File: src/rtl/seven_seg_scan_ctrl.sv
// seven_seg_scan_ctrl
// Scans NUM_DIGITS common-anode digits through one shared, external hex to
// 7-segment decoder. Each digit slot is GAP (all dark, decoder nibble loaded),
// LATCH (decoder result captured), then SCAN_DIV clocks of HOLD with the digit lit.
// A new display value is captured into a shadow register and only becomes
// the active value at the frame wrap, so a frame is never torn.
// Optional feature: define LEADING_ZERO_BLANK_EN to darken leading zero digits
// (digit 0 is always shown).
module seven_seg_scan_ctrl #(
   parameter int NUM_DIGITS = 4,
   parameter int SCAN_DIV   = 50000,
   parameter int DIV_W      = 16
) (
   input  logic                    Clk,
   input  logic                    Reset,
   input  logic                    Load,
   input  logic [4*NUM_DIGITS-1:0] Value,
   input  logic [NUM_DIGITS-1:0]   Blank_Mask,
   output logic [3:0]              Dec_In,
   input  logic [6:0]              Dec_Out,
   output logic [6:0]              Seg,
   output logic [NUM_DIGITS-1:0]   Digit_En,
   output logic                    Busy,
   output logic                    Frame_Done
);

   localparam int                IDX_W    = $clog2(NUM_DIGITS);
   localparam logic [IDX_W-1:0]  LAST_IDX = IDX_W'(NUM_DIGITS - 1);
   localparam logic [DIV_W-1:0]  CNT_LAST = DIV_W'(SCAN_DIV - 1);
   localparam logic [6:0]        SEG_OFF  = 7'h7F;

   typedef enum logic [1:0] {
      ST_GAP   = 2'd0,
      ST_LATCH = 2'd1,
      ST_HOLD  = 2'd2
   } state_t;

   state_t                  state_q, state_d;
   logic [IDX_W-1:0]        idx_q, idx_d;
   logic [DIV_W-1:0]        cnt_q, cnt_d;
   logic [4*NUM_DIGITS-1:0] active_q, active_d;
   logic [4*NUM_DIGITS-1:0] shadow_q, shadow_d;
   logic                    pending_q, pending_d;
   logic [3:0]              dec_in_q, dec_in_d;
   logic [6:0]              seg_q, seg_d;
   logic [NUM_DIGITS-1:0]   en_q, en_d;

   logic [3:0]              nib [NUM_DIGITS];
   logic [NUM_DIGITS-1:0]   digit_blank;
   logic [NUM_DIGITS-1:0]   en_sel_n;
   logic                    frame_wrap;

   // Per-digit nibble slices, blanking decisions and active-low enable pattern.
   generate
      for (genvar gi = 0; gi < NUM_DIGITS; gi++) begin : g_digit
         assign nib[gi]      = active_q[4*gi +: 4];
         assign en_sel_n[gi] = (idx_q != IDX_W'(gi));
`ifdef LEADING_ZERO_BLANK_EN
         if (gi == 0) begin : g_lsd
            // The rightmost digit is always shown so zero still reads "0".
            assign digit_blank[gi] = Blank_Mask[gi];
         end else begin : g_msd
            assign digit_blank[gi] = Blank_Mask[gi] |
                                     (active_q[4*NUM_DIGITS-1:4*gi] == '0);
         end
`else
         assign digit_blank[gi] = Blank_Mask[gi];
`endif
      end
   endgenerate

   // Last HOLD clock of the last digit closes the frame.
   assign frame_wrap = (state_q == ST_HOLD) && (cnt_q == CNT_LAST) &&
                       (idx_q == LAST_IDX);

   // Scan sequencer: next state, digit index, hold counter and pin values.
   always_comb begin
      state_d  = state_q;
      idx_d    = idx_q;
      cnt_d    = cnt_q;
      dec_in_d = dec_in_q;
      seg_d    = seg_q;
      en_d     = en_q;
      unique case (state_q)
         ST_GAP: begin
            // Present the nibble now so the decoder settles before LATCH.
            dec_in_d = nib[idx_q];
            state_d  = ST_LATCH;
         end
         ST_LATCH: begin
            cnt_d   = '0;
            state_d = ST_HOLD;
            if (digit_blank[idx_q]) begin
               seg_d = SEG_OFF;
               en_d  = '1;
            end else begin
               seg_d = Dec_Out;
               en_d  = en_sel_n;
            end
         end
         ST_HOLD: begin
            if (cnt_q == CNT_LAST) begin
               // Turn the digit off first; the next one lights after a gap.
               state_d = ST_GAP;
               seg_d   = SEG_OFF;
               en_d    = '1;
               idx_d   = (idx_q == LAST_IDX) ? '0 : idx_q + 1'b1;
            end else begin
               cnt_d = cnt_q + 1'b1;
            end
         end
         default: begin
            state_d = ST_GAP;
            seg_d   = SEG_OFF;
            en_d    = '1;
         end
      endcase
   end

   // Double buffer: loads park in shadow, active swaps only at the frame wrap.
   always_comb begin
      active_d  = active_q;
      shadow_d  = shadow_q;
      pending_d = pending_q;
      if (frame_wrap) begin
         if (Load) begin
            active_d = Value;
            shadow_d = Value;
         end else if (pending_q) begin
            active_d = shadow_q;
         end
         pending_d = 1'b0;
      end else if (Load) begin
         shadow_d  = Value;
         pending_d = 1'b1;
      end
   end

   // State and output registers with synchronous reset to a dark display.
   always_ff @(posedge Clk) begin
      if (Reset) begin
         state_q   <= ST_GAP;
         idx_q     <= '0;
         cnt_q     <= '0;
         active_q  <= '0;
         shadow_q  <= '0;
         pending_q <= 1'b0;
         dec_in_q  <= 4'h0;
         seg_q     <= SEG_OFF;
         en_q      <= '1;
      end else begin
         state_q   <= state_d;
         idx_q     <= idx_d;
         cnt_q     <= cnt_d;
         active_q  <= active_d;
         shadow_q  <= shadow_d;
         pending_q <= pending_d;
         dec_in_q  <= dec_in_d;
         seg_q     <= seg_d;
         en_q      <= en_d;
      end
   end

   assign Dec_In     = dec_in_q;
   assign Seg        = seg_q;
   assign Digit_En   = en_q;
   assign Busy       = pending_q;
   assign Frame_Done = frame_wrap;

endmodule

File: config.mk
export PLATFORM = sky130hd
export DESIGN_NAME = seven_seg_scan_ctrl
export DESIGN_NICKNAME = d
export VERILOG_FILES = /design/src/rtl/seven_seg_scan_ctrl.sv
export SDC_FILE = /design/constraint.sdc
export NUM_CORES = 1
export LEC_CHECK = 0
export ABC_AREA = 1
export BUFFER_PORTS_ARGS = -buffer_cell sky130_fd_sc_hd__buf_2
export CORE_ASPECT_RATIO = 1.25
export CORE_UTILIZATION = 25
export CTS_CLUSTER_DIAMETER = 30
export DETAILED_ROUTE_END_ITERATION = 16
export MAX_ROUTING_LAYER = met4
export PLACE_DENSITY = 0.47
export SLEW_MARGIN = 20
export SYNTH_ARGS = -nofsm -noshare
export SYNTH_HDL_FRONTEND = slang
export SYNTH_SLANG_ARGS = --single-unit
File: constraint.sdc
create_clock -name Clk -period 1.5 [get_ports Clk]
set_input_delay 0.3 -clock Clk [delete_from_list [all_inputs] [get_ports Clk]]
set_output_delay 0.3 -clock Clk [all_outputs]
set_load 0.005 [all_outputs]
# ---- Word level (Yosys, flattened, before mapping)
# Cells that the tools add are included.
dict set report totals {
  rom_bits 0
  latch_bits 0
  ff_bits 68
  mem_bits_rw 0
  n_memories 0
}
dict set report classes {
  bitwise 2
  n_eq_ne 9
  magnitude_cmp 2
  mul 0
  n_shift 0
  div 0
  n_reduce_logical 11
  add_sub_neg 2
  muxes 18
}
# operator count
set ops {}
lappend ops {{16-bit 2-to-1 mux} 3}
lappend ops {{16-bit one-hot mux with 2 select lines} 1}
lappend ops {{7-bit one-hot mux with 3 select lines} 1}
lappend ops {{16-bit by 1-bit adder with 16-bit output, second input constant} 1}
lappend ops {{16-bit equality test, second input constant} 1}
lappend ops {{4-bit 2-to-1 mux} 4}
lappend ops {{7-bit 2-to-1 mux} 2}
lappend ops {{4-bit one-hot mux with 3 select lines} 1}
lappend ops {{4-bit binary-select mux with 2-bit select} 1}
lappend ops {{2-bit AND reduction} 4}
lappend ops {{2-bit inequality test, second input constant} 3}
lappend ops {{2-bit one-hot mux with 3 select lines} 1}
lappend ops {{2-bit nonzero test} 3}
lappend ops {{2-bit equality test, second input constant} 2}
lappend ops {{2-bit 2-to-1 mux} 2}
lappend ops {{2-bit by 1-bit inequality test with 1-bit output, second input constant} 2}
lappend ops {{3-bit greater-or-equal comparator, second input constant} 1}
lappend ops {{2-bit by 3-bit less-than comparator with 1-bit output, second input constant} 1}
lappend ops {{2-bit NOT with 3-bit output} 1}
lappend ops {{2-bit by 1-bit adder with 2-bit output, second input constant} 1}
lappend ops {{1-bit binary-select mux with 2-bit select} 1}
lappend ops {{2-bit by 1-bit equality test with 1-bit output, second input constant} 1}
lappend ops {{1-bit logical AND} 2}
lappend ops {{2-bit logical NOT} 1}
lappend ops {{other kinds (3)} 3}

# ---- Logic depth before layout (Yosys ltp)
# Gate-level depths: netlist (run 1).
dict set report logic_depth {
  depth_word 4
  ltp_mapped 11
  mapped_depth_nobuf 10
}

# ---- Worst setup path after synthesis (run 1)
# Ideal clock, no wire load.
dict set report synth_path {
  path_type {reg2reg}
  start {register cnt_q[0]}
  end {register active_q[12]}
  path_stages_with_launch 10
  setup_ns 0.110
  slack_ns -0.064
  t_arrival_ns 1.454
  n_path_buf 1
  path_cell_list {dfxtp_1 -> ha_1 -> nand3_1 -> nor2_1 -> nand3_2 -> nor2_4 -> buf_6 -> nand3_1 -> nand2_1 -> nor2_1}
}
dict set report synth_between {
  elab_chain_len 4
}
# item line
set synth_rtl {}
lappend synth_rtl {{from (decl)} 40} ;# logic [DIV_W-1:0] cnt_q, cnt_d;
lappend synth_rtl {{from (signal assigned)} 154} ;# cnt_q <= cnt_d;
lappend synth_rtl {{16-bit equality test} 73} ;# assign frame_wrap = (state_q == ST_HOLD) && (cnt_q == CNT_LAST) &&
lappend synth_rtl {{1-bit logical AND (2 in a row)} 73}
lappend synth_rtl {{2-bit AND reduction (no source line)} --}
lappend synth_rtl {{to (signal assigned)} 155} ;# active_q <= active_d;
lappend synth_rtl {{to (decl)} 41} ;# logic [4*NUM_DIGITS-1:0] active_q, active_d;
# Every way passes these cells.
# A chain may end at the register's enable or synchronous reset.

# ---- Final worst setup path (run 1)
dict set report layout_path {
  start {register cnt_q[7]}
  end {output port Frame_Done}
}
dict set report layout_between {
  elab_chain_len 3
}
# item line
set layout_rtl {}
lappend layout_rtl {{16-bit equality test} 73}
lappend layout_rtl {{1-bit logical AND (2 in a row)} 73}
lappend layout_rtl {{to (decl)} 24} ;# output logic Frame_Done
# Every way passes these cells.

==> out/qor.csv, run 1 <==
stage;metric;value;unit
global_routing;initial antenna violation count;0;
global_routing;first-pass GRT wire length;16880;um
global_routing;vias in the first global route;3422;
routing;wire length per cell;13.57;um
sta;part of the cycle the worst path needs;113.6;%
cts;H-tree levels;3;
yosys;Synth async-reset ratio;0;%
yosys;EDFF count, synth;0;
yosys;post-synthesis register bit count;68;
cts;CTS root buffer;clkbuf_16;
sta;fmax;586.6;MHz
routing;drt via density;4.433;
global_routing;GRT busiest layer;met2;
power;Pwr Density;1038;nW/um^2
sta;unrepaired setup endpoints after global routing;true;
global_routing;GRT Total Usage;16.13;%
sta;Hold Fails Final Rpt;0;
global_routing;largest net degree at the start of global routing;39;
floorplan;Initial Util;25.91;%
floorplan;die area;14310;sq um
floorplan;Die Y;133.5;um
yosys;most frequent cell after synthesis;nand2_1;
yosys;sequential share of the synthesized area;39.36;%
yosys;Yosys top cell by area;dfxtp_1;
yosys;warning count from the yosys run;0;
layout;Layout Nets;623;
worst_setup_path;worst-path fanout max;7;
routing;post-route ant nets;0;
cts;clk slew on worst S/H paths;0.06;ns
global_routing;routing usage on met3;2.886;%
sta;Finish-stage setup viols;44;
floorplan;num rows;47;
floorplan;number of top-level pins;47;
yosys;main flop type after synthesis;dfxtp_1;
yosys;Cells after Synth;489;
sta;Worst slew margin;75.03;%
worst_setup_path;Worst Setup Start Kind;flip-flop;
worst_setup_path;WP data arrival;1.40;ns
sta;Setup WS post-layout;-0.2047;ns
cts;CTS tree;built;
cts;clock buffer depth;2;
sta;Setup TNS;-3.842;ns
cts;Sink Count;68;
place;Place WS;-0.08666;ns
yosys;synthesized net count;524;
yosys;top cells by area, synth;dfxtp_1, nand2_1, nor2_1, nand3_1, inv_1;
cts;clk_lat worst skew;0.35;ns
routing;# DRC;0;
worst_setup_path;Worst Path Required;1.20;ns
worst_setup_path;CP endpoint kind;output pin;
sta;skew final;0.007605;ns
global_routing;met2 Usage GRT;27.31;%
routing;Vias;3387;
global_routing;GR Util met1;17.45;%
routing;Pre-Repair DR Iteration Count;4;
layout;synthesis-to-layout area growth;45.95;%
layout;share of post-route cells with drive strength above 1;37.61;%
yosys;post-synth top area share;39.36;%
sta;Least-Margin Pin Slew;0.3733;ns
run_status;status;finished with violations;
layout;Post-Layout Cell Count;764;
routing;initial drt markers;105;
place;gp weighted congestion;0.9054;
yosys;Synth cell types;29;
layout;ant diodes;0;
cts;TritonCTS Buffers;9;
run_status;failing checks;setup timing;
yosys;syn_area_per_cell;7.072;sq um
yosys;Commonest cells post-synth;nand2_1, nor2_1, dfxtp_1;
routing;drt total wl;10370;um
power;peak supply drop;0.4489;mV
power;Leak;2.156;nW
job;max-cap violations;0;
yosys;Syn Std Cell Area;3458;sq um
place;Placed Cells;734;
floorplan;die width;107.2;um
place;Port Buffers;46;
floorplan;Core Area;13350;sq um
sta;Max Slew Vio Count;0;
global_routing;Congestion Overflow GR;0;
sta;min Tclk post-route;1.705;ns
worst_hold_path;Hold Path Class;in2reg;
worst_setup_path;critical path class;reg2out;
place;dpl hpwl;7142;um
worst max-delay path: stages (launching register included):
cell	delay, ns
dfxtp_4	0.38
nor4_4	0.28
nand3_2	0.10
nor3_2	0.15
buf_2	0.15
cell families after synthesis:
family / count (synthesis) / share of synthesized area [%]
AO/OA/AOI/OAI: 52 / 9.117
XOR/XNOR: 1 / 0.2533
adder cells (fa/ha/maj): 5 / 1.809
buffers and inverters: 86 / 10.49
flip-flops: 68 / 39.36
multiplexers: 16 / 4.631
AND/OR/NAND/NOR: 261 / 34.33
placed cells by master, fill, tap and decap left out, drive strengths merged, types with 12 or more instances in the layout:
master and instances:
inv 64, a21oi 24, dfxtp 68, o21ai 20, buf 105, mux2i 16, clkbuf 12, nand3 54
nor2 86, nand2 106
metal layers:
metal / part of all wire [%] / vias up
li1: - / 1761
met1: 43 / 1541
met2: 51 / 65
met3: 2.7 / 20
met4: 3.5 / 0
met5: 0 / -
worst paths after layout:
| path | startpoint | end | slack [ns] | cells past startpoint |
|---|---|---|---|---|
| worst max-delay path | cnt_q[7] | Frame_Done | -0.20 | 4 |
| worst min-delay path | Value[2] | shadow_q[2] | 0.22 | 3 |
| worst max register to register | cnt_q[1] | active_q[14] | -0.14 | 11 |
| worst min register to register | Digit_En[2] | Digit_En[2] | 0.48 | 2 |
cell type report:
| class | count | area [sq um] |
|---|---|---|
| well taps | 171 | 214.0 |
| fillers | 1394 | 8302 |
| repair buffers | 106 | 769.5 |
| multi-input cells | 338 | 2078 |
| clock buffers | 11 | 252.7 |
| clock inverters | 5 | 107.6 |
| flip-flops and latches | 68 | 1381 |
| inverters | 65 | 244.0 |
repair_timing:
action,4_1_cts,5_1_grt
buffers inserted,14,4
cloned,4,1
pin swaps,20,21
endpoints found under the hold margin,0,0
gates resized for setup,62,43
hold buffers,0,0
setup endpoints to repair,28,49
sequential cells by signal, summed over array words and instances, names as in the netlist:
register,flops
cnt_q,16
Seg,7
Dec_In,4
shadow_q,16
active_q,16
state_q,2
idx_q,2
Digit_En,4
Busy,1
per-stage QoR:
step	util [%]	power, mW	instance area (sq um)	hold slack [ns]
CTS	36.92	5.257	4928	0.2151
detailed placement	31.45	2.562	4198	0.4560
global placement	31.45	2.549	4198	0.4460
global route	37.81	5.482	5047	0.2386
finish	37.81	5.238	5047	0.2229
floorplan	-	2.317	3467	0.4437
where the power goes:
part           internal [mW]  switching (mW)  total [mW]  leakage (nW)
clock                   1.72           0.844        2.56         0.176
combinational          0.290           0.426       0.717          1.42
sequential              1.90          0.0595        1.96         0.562
Note: power is estimated with default switching activity, not from simulation.
==> run 2: changes to the inputs <==
--- a/config.mk
+++ b/config.mk
@@ -11,7 +11,6 @@
 export CORE_UTILIZATION = 25
 export CTS_CLUSTER_DIAMETER = 30
 export DETAILED_ROUTE_END_ITERATION = 16
-export MAX_ROUTING_LAYER = met4
 export PLACE_DENSITY = 0.47
 export SLEW_MARGIN = 20
 export SYNTH_ARGS = -nofsm -noshare
==> run 2 against run 1 <==
Register-to-register slack improved by 0.02 ns. Fmax rose by 0.85%. Utilization fell by 0.93 points. Sequential power barely moved. Sequential share of layout area rose by 0.61 points. Clock power fell by 22%. Critical path depth rose by 3. Cell area fell by 2.5%. The run still ends with setup timing left. Power fell by 11%. Via count fell by 1.4%. Worst hold slack improved by 0.0026 ns.
==> out/qor.csv, run 2 (synthesis gave the netlist of run 1 again) <==
stage;metric;value;unit
run_status;status;finished with violations;
run_status;failing checks;setup timing;
sta;Finish-stage setup viols;42;
sta;Setup WS post-layout;-0.1903;ns
routing;drt total wl;9983;um
floorplan;Initial Util;25.91;%
layout;most frequent cells in the layout;nand2_1, nor2_1, inv_1;
layout;synthesis-to-layout area growth;42.37;%
job;max-cap violations;0;
routing;wire length per cell;13.14;um
worst_setup_path;WP data arrival;1.39;ns
power;Pwr Density;947.8;nW/um^2
place;dpl hpwl;7028;um
cts;clock buffer depth;2;
routing;drt via density;4.392;
floorplan;Die Y;133.5;um
sta;skew final;0.006579;ns
floorplan;die area;14310;sq um
layout;Layout Nets;619;
worst_setup_path;slowest stage delay, CP;0.33;ns
routing;# DRC;0;
worst_setup_path;worst r2r src;cnt_q[0];
layout;area occupied by multi-input gates;2068;sq um
sta;Worst slew margin;57.13;%
sta;Max Slew Vio Count;0;
worst_setup_path;Worst Path Required;1.20;ns
cts;clk_lat worst skew;0.34;ns
worst_setup_path;Worst Setup Start Kind;flip-flop;
worst_setup_path;reg2reg path depth;11;
worst_setup_path;worst-path fanout max;3;
floorplan;die width;107.2;um
worst_hold_path;WHS Endpoint;shadow_q[14];
power;peak supply drop;0.5165;mV
layout;top flop regs;active_q: 16 flops, cnt_q: 16 flops, shadow_q: 16 flops;
cts;Sink Count;68;
worst_setup_path;WP buf/inv;3;
sta;part of the cycle the worst path needs;112.7;%
routing;Pre-Repair DR Iteration Count;5;
routing;initial drt markers;97;
cts;TritonCTS Buffers;9;
worst_setup_path;critical path class;reg2out;
cts;CTS tree;built;
sta;fmax;591.6;MHz
worst_hold_path;Worst Hold Depth;3;
floorplan;number of top-level pins;47;
sta;Setup TNS;-3.312;ns
layout;Reg area;1378;sq um
cts;H-tree levels;3;
floorplan;num rows;47;
floorplan;Core Area;13350;sq um
global_routing;Congestion Overflow GR;0;
sta;min Tclk post-route;1.690;ns
sta;unrepaired setup endpoints after global routing;true;
layout;ant diodes;0;
global_routing;GRT Total Usage;14.81;%
global_routing;first-pass GRT wire length;16140;um
place;Place WS;-0.1067;ns
worst_setup_path;CP endpoint kind;output pin;
worst_setup_path;delay-heaviest family, CP;simple AND/OR/NAND/NOR gates;
global_routing;initial antenna violation count;0;
layout;Fillers;1409;
worst_setup_path;slowest cell on the critical path;dfxtp_2;
place;Port Buffers;46;
routing;post-route ant nets;0;
sta;Hold Fails Final Rpt;0;
global_routing;largest net degree at the start of global routing;39;
global_routing;vias in the first global route;3319;
cts;clk slew on worst S/H paths;0.06;ns
routing;Vias;3338;
cts;CTS root buffer;clkbuf_16;
power;Leak;2.089;nW
place;gp weighted congestion;0.8729;
worst_setup_path;CP cell instances;inv_2 -> nand2_2 -> buf_6 -> nor3_4 -> nand3_2 -> nor3_2 -> buf_2;
worst_hold_path;hold path start;Value[14];
layout;commonest non-fill, non-tap cell in the layout;nand2_1;
sta;Least-Margin Pin Slew;0.6416;ns
worst_setup_path;worst r2r dst;active_q[10];
layout;share of post-route cells with drive strength above 1;36.84;%
worst_hold_path;Hold Path Class;in2reg;
worst_setup_path;R2R Setup Slk;-0.12;ns
## run 2: cell count changes in the layout (fill, tap and decap cells not counted), sizes merged
cell / before / now
buf: 105 / 102
bufinv: 3 / 0
clkbuf: 12 / 10
clkinvlp: 0 / 2
inv: 64 / 65
clkinv: 3 / 4
## run 2: worst max path at each step
stage | startpoint | endpoint | slack [ns] | depth (start not counted)
6_report | cnt_q[4] | Frame_Done | -0.19 | 7
2_1_floorplan | cnt_q[1] | active_q[12] | 0.01 | 9
4_1_cts | cnt_q[1] | Frame_Done | -0.26 | 6
5_1_grt | cnt_q[4] | Frame_Done | -0.29 | 7
3_3_place_gp | cnt_q[1] | cnt_q[14] | -0.11 | 9
3_5_place_dp | cnt_q[1] | cnt_q[14] | -0.11 | 10
## run 2: timing repair
item                                    in CTS  in global routing
pin swaps                                   12                 15
buffers inserted                             5                  0
endpoints found under the setup margin      29                 48
gates resized for setup                     32                 67
cloned                                       2                  2
hold buffers                                 0                  0
## run 2: final cells by class
class,count,share of cell area [%]
clock buffer,10,4.854
clock inverter,6,0.7878
inverter,65,4.956
multi-input combinational,338,42.01
sequential,68,27.98
tap,171,4.346
timing repair buffer,102,15.07
## run 2: per-layer routing
| layer | share of wire, % | wire (um) | vias up | global-route usage, % |
|---|---|---|---|---|
| met5 | 0 | 0 | - | 0 |
| li1 | - | - | 1755 | - |
| met4 | 2.6 | 257 | 0 | 7.991 |
| met3 | 3.0 | 299 | 18 | 1.957 |
| met1 | 43 | 4326 | 1509 | 16.97 |
| met2 | 51 | 5100 | 56 | 26.34 |
## run 2: tightest hold or removal path, cell delays in order
cell and delay [ns]:
buf_2 0.07, mux2i_1 0.08, nor2_1 0.08
## run 2: through the flow
stage          hold WS [ns]  instance area, sq um  util, %  std cells  power [mW]
2_1_floorplan        0.4437                  3467        -        489       2.317
3_3_place_gp         0.4458                  4205    31.50        735       2.544
3_5_place_dp         0.4610                  4205    31.50        735       2.556
4_1_cts              0.2216                  4668    34.97        758       4.611
5_1_grt              0.2303                  4923    36.88        760       4.900
6_report             0.2255                  4923    36.88        760       4.667
## run 2: power breakdown
group,switching (mW),internal [mW]
Clock,0.829,1.16
Sequential,0.0590,1.90
Combinational,0.433,0.287
==> run 3: changes to the inputs <==
--- a/config.mk
+++ b/config.mk
@@ -8,6 +8,7 @@
 export ABC_AREA = 1
 export BUFFER_PORTS_ARGS = -buffer_cell sky130_fd_sc_hd__buf_2
 export CORE_ASPECT_RATIO = 1.25
+export CORE_MARGIN = 3
 export CORE_UTILIZATION = 25
 export CTS_CLUSTER_DIAMETER = 30
 export DETAILED_ROUTE_END_ITERATION = 16
==> run 3 against run 2 <==
The run still ends with setup timing left. Routed wire length fell by 0.97%. Worst hold slack is essentially flat. Clock skew about the same. First-iteration DRC count up 8.2%. Critical path type unchanged.
==> out/qor.csv, run 3 (synthesis gave the netlist of run 1 again) <==
stage;metric;value;unit
run_status;status;finished with violations;
run_status;failing checks;setup timing;
worst_setup_path;critical path class;reg2out;
place;Port Buffers;46;
layout;Fillers;1415;
sta;Least-Margin Pin Slew;0.7612;ns
cts;CTS root buffer;clkbuf_16;
layout;Post-Layout Cell Count;770;
global_routing;vias in the first global route;3379;
place;Place WS;-0.03758;ns
layout;Post-Layout Inst Area;5055;sq um
layout;final design utilization;37.70;%
cts;TritonCTS Buffers;9;
cts;Hold-fix buffers, CTS;0;
sta;Finish-stage setup viols;34;
sta;Setup WS post-layout;-0.1365;ns
sta;part of the cycle the worst path needs;109.1;%
cts;H-tree levels;3;
place;gp weighted congestion;0.9003;
worst_setup_path;CP endpoint kind;output pin;
cts;clk_lat worst skew;0.33;ns
worst_setup_path;Worst Setup Start Kind;flip-flop;
sta;Max Slew Vio Count;0;
floorplan;Core Area;13410;sq um
power;Pwr Density;985.4;nW/um^2
sta;fmax;611.0;MHz
sta;worst hold slack;0.2252;ns
routing;wire length per cell;12.84;um
global_routing;GRT Total Usage;13.14;%
floorplan;die area;15290;sq um
routing;post-route ant nets;0;
routing;Vias;3359;
cts;clock buffer depth;2;
job;max-cap violations;0;
global_routing;Congestion Overflow GR;0;
sta;unrepaired setup endpoints after global routing;true;
global_routing;initial antenna violation count;0;
sta;Setup TNS;-1.800;ns
global_routing;first-pass GRT wire length;16180;um
cts;CTS tree;built;
routing;drt total wl;9886;um
floorplan;number of top-level pins;47;
floorplan;Die Y;137.5;um
layout;share of post-route cells with drive strength above 1;39.40;%
power;peak supply drop;0.4516;mV
floorplan;num rows;47;
sta;Hold Fails Final Rpt;0;
floorplan;die width;111.2;um
power;total chip power;4.981;mW
layout;top flop regs;active_q: 16 flops, cnt_q: 16 flops, shadow_q: 16 flops;
worst_setup_path;WP data arrival;1.34;ns
layout;most frequent cells in the layout;nand2_1, nor2_1, inv_1;
worst_setup_path;worst-path fanout max;5;
cts;clk slew on worst S/H paths;0.06;ns
floorplan;Initial Util;25.79;%
sta;skew final;0.006196;ns
routing;initial drt markers;105;
sta;min Tclk post-route;1.637;ns
layout;commonest non-fill, non-tap cell in the layout;nand2_1;
routing;Pre-Repair DR Iteration Count;4;
layout;synthesis-to-layout area growth;46.17;%
layout;Layout Nets;629;
place;placed inst area;4213;sq um
worst_hold_path;Hold Path Class;in2reg;
layout;ant diodes;0;
place;Placed Cells;736;
routing;drt via density;4.362;
worst_setup_path;Worst Path Required;1.20;ns
cts;Sink Count;68;
global_routing;largest net degree at the start of global routing;28;
power;Leak;2.194;nW
place;dpl hpwl;7054;um
routing;# DRC;0;
sta;Worst slew margin;49.13;%
-- run 3: critical path: stages (launching register included) --
cell and delay [ns]:
dfxtp_2 0.39, ha_1 0.21, inv_2 0.09, nor3_2 0.18, buf_2 0.14
-- run 3: per-layer routing --
layer / GRT usage [%] / share of wire [%] / vias up
met1: 14.59 / 42 / 1515
met4: 5.274 / 1.8 / 0
met5: 0 / 0 / -
met3: 2.900 / 3.6 / 14
li1: - / - / 1773
met2: 24.38 / 52 / 57
-- run 3: layout make-up --
type / instances / area [sq um] / area share, %
clock buffers: 9 / 225.2 / 4.455
clock inverters: 7 / 98.84 / 1.955
inverters: 65 / 244.0 / 4.827
multi-input cells: 338 / 2063 / 40.82
flip-flops and latches: 68 / 1394 / 27.57
well taps: 171 / 214.0 / 4.233
repair buffers: 112 / 815.8 / 16.14
-- run 3: final timing paths --
kind | start | endpoint | slack (ns) | cells past startpoint
max | idx_q[0] | Frame_Done | -0.14 | 4
min | Value[9] | shadow_q[9] | 0.23 | 3
max reg2reg | state_q[0] | Dec_In[0] | -0.11 | 6
min reg2reg | Seg[2] | Seg[2] | 0.46 | 2
-- run 3: what timing repair did --
item | 4_1_cts | 5_1_grt
pin swaps | 14 | 27
endpoints found under the setup margin | 24 | 52
gates resized for setup | 47 | 62
cloned | 3 | 1
buffers inserted | 16 | 1
-- run 3: where the power goes --
group | leakage (nW) | total, mW | internal, mW | switching [mW]
Clock | 0.156 | 2.31 | 1.47 | 0.842
Sequential | 0.565 | 1.95 | 1.89 | 0.0553
Combinational | 1.47 | 0.724 | 0.307 | 0.417
Total | 2.19 | 4.98 | 3.67 | 1.31
